`config.mk`:
```
export PLATFORM = sky130hd
export DESIGN_NAME = mode_select_ctrl
export DESIGN_NICKNAME = d
export VERILOG_FILES = /design/src/rtl/vid_mode_pkg.sv /design/src/rtl/key_debounce.sv /design/src/rtl/mode_select_ctrl.sv
export SDC_FILE = /design/constraint.sdc
export NUM_CORES = 1
export LEC_CHECK = 0
export ABC_AREA = 1
export CAP_MARGIN = 20
export CORE_AREA = 4 4 92 94
export CTS_CLUSTER_SIZE = 16
export DETAILED_ROUTE_END_ITERATION = 10
export DIE_AREA = 0 0 96 98
export GPL_TIMING_DRIVEN = 0
export PLACE_DENSITY = 0.71
export SYNTH_ARGS = -nofsm -noshare
export SYNTH_HDL_FRONTEND = slang
export SYNTH_SLANG_ARGS = --single-unit
export TNS_END_PERCENT = 20
```
`constraint.sdc`:
```
create_clock -name sys_clk -period 1.9 [get_ports sys_clk]
set_input_delay 0.38 -clock sys_clk [delete_from_list [all_inputs] [get_ports sys_clk]]
set_output_delay 0.38 -clock sys_clk [all_outputs]
set_load 0.01 [all_outputs]
```
`src/rtl/vid_mode_pkg.sv`:
```
// Shared definitions for the video processing-mode select path.
// Used by the mode select controller and by the output mux decoder.
package vid_mode_pkg;

  localparam int unsigned MODE_W = 4;

  typedef logic [MODE_W-1:0] mode_t;

  // Processing modes, in the order the buttons step through them
  localparam int unsigned MODE_RAW          = 0;
  localparam int unsigned MODE_GRAY         = 1;
  localparam int unsigned MODE_MEDIAN       = 2;
  localparam int unsigned MODE_SOBEL        = 3;
  localparam int unsigned MODE_PREWITT      = 4;
  localparam int unsigned MODE_SOBEL_ERODE  = 5;
  localparam int unsigned MODE_SOBEL_DILATE = 6;
  localparam int unsigned MODE_GESTURE      = 7;
  localparam int unsigned NUM_MODES_DEF     = 8;

  // Step forward through num_modes modes, wrapping to 0
  function automatic mode_t mode_inc(input mode_t m, input int unsigned num_modes);
    return (32'(m) == num_modes - 1) ? '0 : MODE_W'(m + 1'b1);
  endfunction

  // Step backward through num_modes modes, wrapping to the last mode
  function automatic mode_t mode_dec(input mode_t m, input int unsigned num_modes);
    return (m == '0) ? MODE_W'(num_modes - 1) : MODE_W'(m - 1'b1);
  endfunction

endpackage

```
`src/rtl/key_debounce.sv`:
```
// Push-button conditioner: 2-flop synchroniser, stability counter and a
// one-cycle press pulse on each accepted 1->0 transition of the key.
//   clk    in  system clock
//   rst    in  synchronous reset, active-high
//   key_n  in  raw active-low button, asynchronous to clk
//   press  out one-cycle pulse when the debounced level goes to pressed
module key_debounce #(
  parameter int unsigned DEB_CYCLES = 1_000_000
) (
  input  logic clk,
  input  logic rst,
  input  logic key_n,
  output logic press
);

  localparam int unsigned CNT_W = (DEB_CYCLES > 1) ? $clog2(DEB_CYCLES) : 1;

  logic             sync1;
  logic             sync2;
  logic             stable;
  logic [CNT_W-1:0] cnt;

  // Synchroniser, stability counter and press pulse
  always_ff @(posedge clk) begin
    if (rst) begin
      sync1  <= 1'b1;
      sync2  <= 1'b1;
      stable <= 1'b1;
      cnt    <= '0;
      press  <= 1'b0;
    end else begin
      sync1 <= key_n;
      sync2 <= sync1;
      press <= 1'b0;
      if (sync2 == stable) begin
        cnt <= '0;
      end else if (cnt == CNT_W'(DEB_CYCLES - 1)) begin
        stable <= sync2;
        cnt    <= '0;
        // Old level 1 means this flip is a press; releases give no pulse
        press  <= stable;
      end else begin
        cnt <= cnt + 1'b1;
      end
    end
  end

endmodule

```
`src/rtl/mode_select_ctrl.sv`:
```
// Processing-mode select for the video output mux. Two debounced buttons
// step a target mode; the target is committed to mode_sel on a frame
// boundary (or immediately when SYNC_TO_FRAME=0) so frames never tear.
//   sys_clk       in  system clock
//   sys_rst       in  synchronous reset, active-high
//   key_next_n    in  raw "next mode" button, active-low, async
//   key_prev_n    in  raw "previous mode" button, active-low, async
//   frame_vsync   in  camera vsync, active-high, async; rising = frame start
//   mode_sel      out committed mode, drives the mux select
//   mode_led      out one-hot of mode_sel for the indicator LEDs
//   mode_pending  out target differs from mode_sel (combinational)
//   mode_changed  out one-cycle pulse when mode_sel updates
module mode_select_ctrl
  import vid_mode_pkg::*;
#(
  parameter int unsigned DEB_CYCLES    = 1_000_000,
  parameter int unsigned NUM_MODES     = NUM_MODES_DEF,
  parameter int unsigned RESET_MODE    = MODE_RAW,
  parameter int unsigned SYNC_TO_FRAME = 1
) (
  input  logic                 sys_clk,
  input  logic                 sys_rst,
  input  logic                 key_next_n,
  input  logic                 key_prev_n,
  input  logic                 frame_vsync,
  output logic [MODE_W-1:0]    mode_sel,
  output logic [NUM_MODES-1:0] mode_led,
  output logic                 mode_pending,
  output logic                 mode_changed
);

  logic  next_press;
  logic  prev_press;
  logic  vs_s1;
  logic  vs_s2;
  logic  vs_s3;
  logic  vs_edge_c;
  logic  commit_c;
  mode_t target;
  logic [NUM_MODES-1:0] led_c;

  key_debounce #(.DEB_CYCLES(DEB_CYCLES)) u_deb_next (
    .clk   (sys_clk),
    .rst   (sys_rst),
    .key_n (key_next_n),
    .press (next_press)
  );

  key_debounce #(.DEB_CYCLES(DEB_CYCLES)) u_deb_prev (
    .clk   (sys_clk),
    .rst   (sys_rst),
    .key_n (key_prev_n),
    .press (prev_press)
  );

  // Vsync synchroniser plus one extra stage for rising-edge detection
  always_ff @(posedge sys_clk) begin
    if (sys_rst) begin
      vs_s1 <= 1'b0;
      vs_s2 <= 1'b0;
      vs_s3 <= 1'b0;
    end else begin
      vs_s1 <= frame_vsync;
      vs_s2 <= vs_s1;
      vs_s3 <= vs_s2;
    end
  end

  assign vs_edge_c = vs_s2 & ~vs_s3;

  // Target mode; simultaneous next and prev cancel out
  always_ff @(posedge sys_clk) begin
    if (sys_rst) begin
      target <= MODE_W'(RESET_MODE);
    end else if (next_press && !prev_press) begin
      target <= mode_inc(target, NUM_MODES);
    end else if (prev_press && !next_press) begin
      target <= mode_dec(target, NUM_MODES);
    end
  end

  assign mode_pending = (target != mode_sel);

  // Without frame sync the target is committed as soon as it differs
  assign commit_c = (SYNC_TO_FRAME != 0) ? (vs_edge_c && mode_pending) : mode_pending;

  assign led_c = NUM_MODES'(1) << target;

  // Commit register; reads the pre-update target, so a key event that
  // coincides with a vsync edge stays pending until the next frame
  always_ff @(posedge sys_clk) begin
    if (sys_rst) begin
      mode_sel     <= MODE_W'(RESET_MODE);
      mode_led     <= NUM_MODES'(1) << RESET_MODE;
      mode_changed <= 1'b0;
    end else begin
      mode_changed <= commit_c;
      if (commit_c) begin
        mode_sel <= target;
        mode_led <= led_c;
      end
    end
  end

endmodule

```
==> metrics.md, run 1 <==
| Metric | Value |
|---|---|
| Clock Sink Count | roughly 70 |
| Antenna fix cells | 0 |
| Slew @ Worst Pin | 0.676 ns |
| Clk root buf | clkbuf_8 |
| Initial antenna violation count | 0 |
| Cts hold-fix bufs | 0 |
| Crit Path Max Fanout | 10 |
| Startpoint types | flop |
| Setup crit end kind | output port |
| Wirelength per Cell | ~11 µm |
| Pre-CTS setup slack | roughly 0.013 ns |
| Post-Syn Instances | slightly below 500 |
| H-tree level count | 3 |
| I/O Pins | 19 |
| GRT overflow | 0 |
| Vias per cell | 4.74 |
| Hold WS | 0.410 ns |
| Die Span Y | just under 100 µm |
| Max cap viols | 0 |
| Period minus WS final | 1.77 ns |
| Outcome | finished, final reports clean |
| Setup TNS | 0 ns |
| Final Wtd Congestion | ~0.86 |
| Syn-to-layout area delta | 16.0% |
| Post-synth cell types | 28 |
| Iteration-0 DRC count of the detailed router | roughly 140 |
| Clock buffer depth | 2 |
| GRT Util Overall | approximately 16% |
| Highest Clock Rate | between 500 and 600 MHz |
| Slew Viols, Final | 0 |
| Seq cells post-synth | 68 |
| WP data required | approximately 1.5 ns |
| Tcrit/Tclk final | 93.4% |
| Critical path type | reg2out |
| Slew HR | ~55% |
| Number of global-route vias before repair | 2826 |
| CTS Buf Count | 9 |
| Post-route cell area | a little under 4000 µm² |
| VDD IR max | 0.352 mV |
| Starting Density | roughly 44% |
| Rows | 32 |
| Hold Crit Class | reg2reg |
| CTS tree | done |
| Die ar. | 9410 µm² |
| Mean Syn Cell Area | ~6.9 µm² |
| Total power | ~2.8 mW |
| Pin count of the biggest net entering global routing | 13 |
| Post-synthesis cell area | 3400 µm² |
| Hpwl dp | slightly below 5000 µm |
| Seq/Total Area, Yosys | about two fifths |
| Commonest non-fill, non-tap cell in the layout | nand2_1 |
| Clock slew seen by the registers of the worst setup and hold paths | 0.08 ns |
| Die Span X | approximately 96 µm |
| Final ANT Viol Nets | 0 |
| Total number of yosys warnings | 0 |
| Filler cells | ~730 |
| I/O Buffers | 18 |
| RSZ-0062 raised after global routing | false |
| Clk_lat worst skew | 0.34 ns |
| Lkg Pwr | about 1.5 nW |
| Placed Area | roughly 3700 µm² |
| Core ar. | 7650 µm² |
| DR pass1 iterations | 5 |
| Nets | 534 |
| Worst Setup Slack, final | 0.126 ns |
| P per Cell Area | just over 700 nW/µm² |
| Residual DRC | 0 |
| Synth Net Count | between 500 and 600 |
| First-pass GRT wire length | approximately 12000 µm |
| Clock Skew | roughly 0.0079 ns |
| DR vias | around 3000 |
| Post-Route WL | approximately 6800 µm |
| Final setup fails | 0 |
| Commonest cells after routing, fill and taps aside | nand2_1, nor2_1, dfxtp_1 |
| Endpoints failing hold | 0 |
| CP Data Arrival Time | between 1 and 1.5 ns |
| Layout cells sized above 1 | 9.92% |
final timing paths:
path	start	endpoint	slack (ns)	cells past startpoint
max	target[2]	mode_pending	0.13	7
min	vs_s1	vs_s2	0.41	2
min reg2reg	vs_s1	vs_s2	0.41	2
max reg2reg	u_deb_prev.cnt[0]	u_deb_prev.cnt[18]	0.32	7
critical path: stages (launching register included):
cell      delay (ns)
dfxtp_1         0.35
buf_6           0.13
inv_4           0.05
nand2_1         0.05
nand2_1         0.06
nor2_2          0.15
nand2_4         0.12
clkbuf_2        0.15
final cells by class:
cell class              count  area [µm²]  share of cell area, %
flip-flops and latches     68        1360                   34.6
clock inverters             6        87.6                   2.22
clock buffers              10         138                   3.50
inverters                  57         219                   5.56
repair buffers             19         183                   4.64
plain buffers              10        70.1                   1.78
well taps                 102         128                   3.24
multi-input cells         354        1750                   44.4
synth_stat cells:
cell	instances	area, µm²
or2_2	7	43.8
ha_1	10	125
nand3b_1	2	15.0
inv_1	53	199
nand3_1	46	230
xnor2_1	10	87.6
o21ai_0	7	35.0
nor2_2	4	25.0
buf_6	1	11.3
nor3_1	6	30.0
o21ai_1	1	5.00
or2_0	1	6.26
clkbuf_1	1	3.75
xor2_1	17	149
buf_2	5	25.0
a21oi_2	4	35.0
nand2_1	106	398
inv_4	2	12.5
nand2_4	2	22.5
nand4_1	8	50.1
a21oi_1	18	90.1
dfxtp_1	68	1360
buf_8	1	15.0
nand2_2	3	18.8
buf_1	1	3.75
nor2_1	102	383
buf_4	1	7.51
inv_2	2	7.51
where the power goes:
| part | switching (mW) | internal [mW] |
|---|---|---|
| sequential | 0.00286 | 1.43 |
| combinational | 0.0263 | 0.0161 |
| clock | 0.563 | 0.774 |
| total | 0.592 | 2.22 |
cell families after synthesis:
kind of cell	Yosys count	share of synthesized area, %
flops	68	40.1
fa+ha+maj	10	3.68
simple gates	287	36.0
xor+xnor	27	6.96
compound gates	30	4.86
buf+inv	67	8.40
metal layers:
metal	vias to the layer above	wire, µm	GRT usage (%)
met5	-	0	0
met4	0	142	6.78
met3	15	284	4.16
met2	63	3190	25.8
met1	1308	3200	20.6
li1	1583	-	-
repair_timing:
item | 4_1_cts | 5_1_grt
gates resized for setup | 5 | 1
buffers inserted | 1 | 0
endpoints found under the setup margin | 1 | 1
per-stage QoR:
step                      util, %  std cells
after detailed placement     48.4        609
after global placement       48.4        609
final                        51.5        626
after global routing         51.5        626
after floorplan                 -        489
after CTS                    51.6        626
state kept, by name, summed over array words and instances (netlist names):
name	cells
u_deb_prev.stable	1
u_deb_prev.sync2	1
mode_changed	1
u_deb_next.press	1
u_deb_prev.sync1	1
u_deb_next.sync2	1
vs_s1	1
vs_s2	1
mode_led	8
u_deb_next.cnt	20
u_deb_next.stable	1
target	4
vs_s3	1
u_deb_prev.cnt	20
mode_sel	4
u_deb_prev.press	1
u_deb_next.sync1	1
Power figures use the tool's default switching activity.
==> run 2: changes to the inputs <==
Settings changed: CORE_AREA 4 4 92 94 to 4 4 88 99, DIE_AREA 0 0 96 98 to 0 0 92 103.
==> run 2 against run 1 <==
  * Utilization down 0.83 points
  * Power down 5.2%
  * Sequential power about the same
  * Die area up 0.72%
  * Clock skew about the same
  * Critical path type unchanged
==> metrics.md, run 2 (same netlist as run 1, synthesis figures left out) <==
| Metric | Value |
|---|---|
| Outcome | finished, final reports clean |
| Hold Crit Class | reg2reg |
| RSZ-0062 raised after global routing | false |
| Syn-to-layout area delta | 15.5% |
| Pin count of the biggest net entering global routing | 14 (+1) |
| Setup crit end kind | output port |
| Crit Path Max Fanout | 10 (unchanged) |
| Power share of the combinational group | 1.6% (about the same) |
| Tcrit/Tclk final | 92.2% (-1.2 points) |
| Clk root buf | clkbuf_8 |
| Slew @ Worst Pin | 0.637 ns (-0.0391 ns) |
| CP peak stage delay | 0.31 ns (-0.04 ns) |
| Hpwl dp | 4910 µm (-0.47%) |
| Lkg Pwr | 1.44 nW (-1.4%) |
| Period minus WS final | 1.75 ns (-0.0234 ns) |
| Starting Density | 43.9% (-0.55 points) |
| Clock buffer depth | 2 (unchanged) |
| Hold path startpoint | u_deb_prev.sync1 |
| GRT overflow | 0 (unchanged) |
| Sw Ratio | 22.9% (+1.9 points) |
| Number of global-route vias before repair | 2871 (+1.6%) |
| Hold Crit Endpoint | u_deb_prev.sync2 |
| Clock Skew | 0.00763 ns (-0.000232 ns) |
| Antenna fix cells | 0 (unchanged) |
| Reg2reg start | u_deb_prev.cnt[0] |
| Iteration-0 DRC count of the detailed router | 144 (+1.4%) |
| Die ar. | 9480 µm² (+0.72%) |
| Power Internal | 2.06 mW (-7.4%) |
| Slowest CP cell | dfxtp_1 |
| Post-Route WL | 6660 µm (-2.3%) |
| CP bufs+invs | 3 (unchanged) |
| Nets | 534 (unchanged) |
| I/O Pins | 19 (unchanged) |
| Die Span Y | 103 µm (+5.1%) |
| Setup TNS | 0 ns (unchanged) |
| Core ar. | 7740 µm² (+1.2%) |
| Die Span X | 92 µm (-4.2%) |
| Final Wtd Congestion | 0.889 (+3.5%) |
| Switching Power | 611 µW (+3.1%) |
| Seq pwr share | 53.7% (+2.7 points) |
| CTS tree | done |
| Worst Setup SP | target[3] |
| Clock power frac | 44.7% (-2.8 points) |
| Initial antenna violation count | 0 (unchanged) |
| I/O Buffers | 18 (unchanged) |
| H-tree level count | 3 (unchanged) |
| Clock slew seen by the registers of the worst setup and hold paths | 0.08 ns (about the same) |
| Cts hold-fix bufs | 0 (unchanged) |
| Final setup fails | 0 (unchanged) |
| VDD IR max | 0.585 mV (+66%) |
| Residual DRC | 0 (unchanged) |
| Clk_lat worst skew | 0.34 ns (about the same) |
| Commonest cells after routing, fill and taps aside | nand2_1, nor2_1, dfxtp_1 |
| Startpoint types | flop |
| P per Cell Area | 680 nW/µm² (-4.9%) |
| Final ANT Viol Nets | 0 (unchanged) |
| Crit Reg-Reg Endpoint | u_deb_prev.cnt[12] |
| Cells along the critical path | buf_4 -> inv_4 -> nand2_1 -> nand2_1 -> nor2_2 -> nand2_4 -> clkbuf_2 |
| DR pass1 iterations | 5 (unchanged) |
| Slack of the worst reg-to-reg path | 0.33 ns (about the same) |
| Hold Crit Depth | 1 (-1) |
| Post-route cell area | 3920 µm² (-0.38%) |
| Critical path type | reg2out |
| CP Data Arrival Time | 1.37 ns (-0.02 ns) |
| Vias per cell | 4.71 (-0.72%) |
| Slew HR | 57.4% (+2.6 points) |
| Clock Sink Count | 68 (unchanged) |
| Most frequent CP cell | nand2_1 |
| DR vias | 2976 (+0.24%) |
| Layout cells sized above 1 | 10.1% (+0.19 points) |
| Wirelength per Cell | 10.5 µm (-3.3%) |
| CTS Buf Count | 9 (unchanged) |
| Cell depth of the worst flop-to-flop path | 7 (unchanged) |
| Max cap viols | 0 (unchanged) |
| First-pass GRT wire length | 12200 µm (-0.85%) |
| GRT Util Overall | 15.5% (-0.72 points) |
| Placed Area | 3710 µm² (+0.20%) |
| Largest regs | u_deb_next.cnt (20), u_deb_prev.cnt (20), mode_led (8) |
| Highest Clock Rate | 571 MHz (+1.3%) |
| Commonest non-fill, non-tap cell in the layout | nand2_1 |
| Slew Viols, Final | 0 (unchanged) |
| WP data required | 1.52 ns (about the same) |
| Rows | 34 (+6.3%) |
| Endpoints failing hold | 0 (unchanged) |
| CP top delay family | buffers and inverters |
run 2: worst max-delay path by stage:
stage / end / slack, ns / cells after the start
2_1_floorplan: target[2] / 0.57 / 6
3_5_place_dp: target[2] / 0.04 / 6
6_report: mode_pending / 0.15 / 7
4_1_cts: mode_pending / 0.03 / 7
5_1_grt: mode_pending / 0.03 / 7
3_3_place_gp: mode_pending / 0.04 / 6
run 2: what timing repair did:
item	in CTS	in global routing
buffers inserted	1	0
resized for setup	6	2
gates cloned	0	0
setup endpoints to repair	1	1
run 2: final cells by class:
| type | instances | area, µm² |
|---|---|---|
| flip-flops and latches | 68 | 1370 |
| clock buffers | 9 | 124 |
| clock inverters | 7 | 76.3 |
| plain buffers | 10 | 66.3 |
| repair buffers | 19 | 183 |
| well taps | 108 | 135 |
| inverters | 57 | 219 |
| fillers | 795 | 3820 |
| multi-input cells | 354 | 1750 |
run 2: worst reg2reg max path, cell delays in order, from the launching register on:
cell     delay [ns]
dfxtp_1        0.36
ha_1           0.22
nand3_1        0.20
nor2_1         0.15
nand3_1        0.12
nand3_1        0.10
buf_2          0.23
nor2_1         0.08
run 2: power by group through the flow:
stage               combinational, mW  sequential [mW]  clock (mW)
global route                   0.0485             1.43        1.31
CTS                            0.0430             1.43        1.23
global placement               0.0424             1.47           0
detailed placement             0.0430             1.47           0
floorplan                      0.0257             1.47           0
finish                         0.0424             1.43        1.19
run 2: metal layers:
metal	vias up	global-route usage [%]	wire (µm)
met4	0	5.83	71
met2	50	25.8	3070
met3	6	3.80	266
li1	1587	-	-
met1	1333	19.6	3250
met5	-	0	0
run 2: stage by stage:
step | setup WS [ns] | power [mW] | hold slack (ns) | util (%) | instances
after floorplan | 0.569 | 1.49 | 0.388 | - | 489
after global placement | 0.0407 | 1.51 | 0.395 | 47.9 | 615
after detailed placement | 0.0379 | 1.51 | 0.393 | 47.9 | 615
after CTS | 0.0276 | 2.71 | 0.411 | 50.7 | 632
after global routing | 0.0266 | 2.79 | 0.430 | 50.7 | 632
final | 0.149 | 2.67 | 0.409 | 50.7 | 632
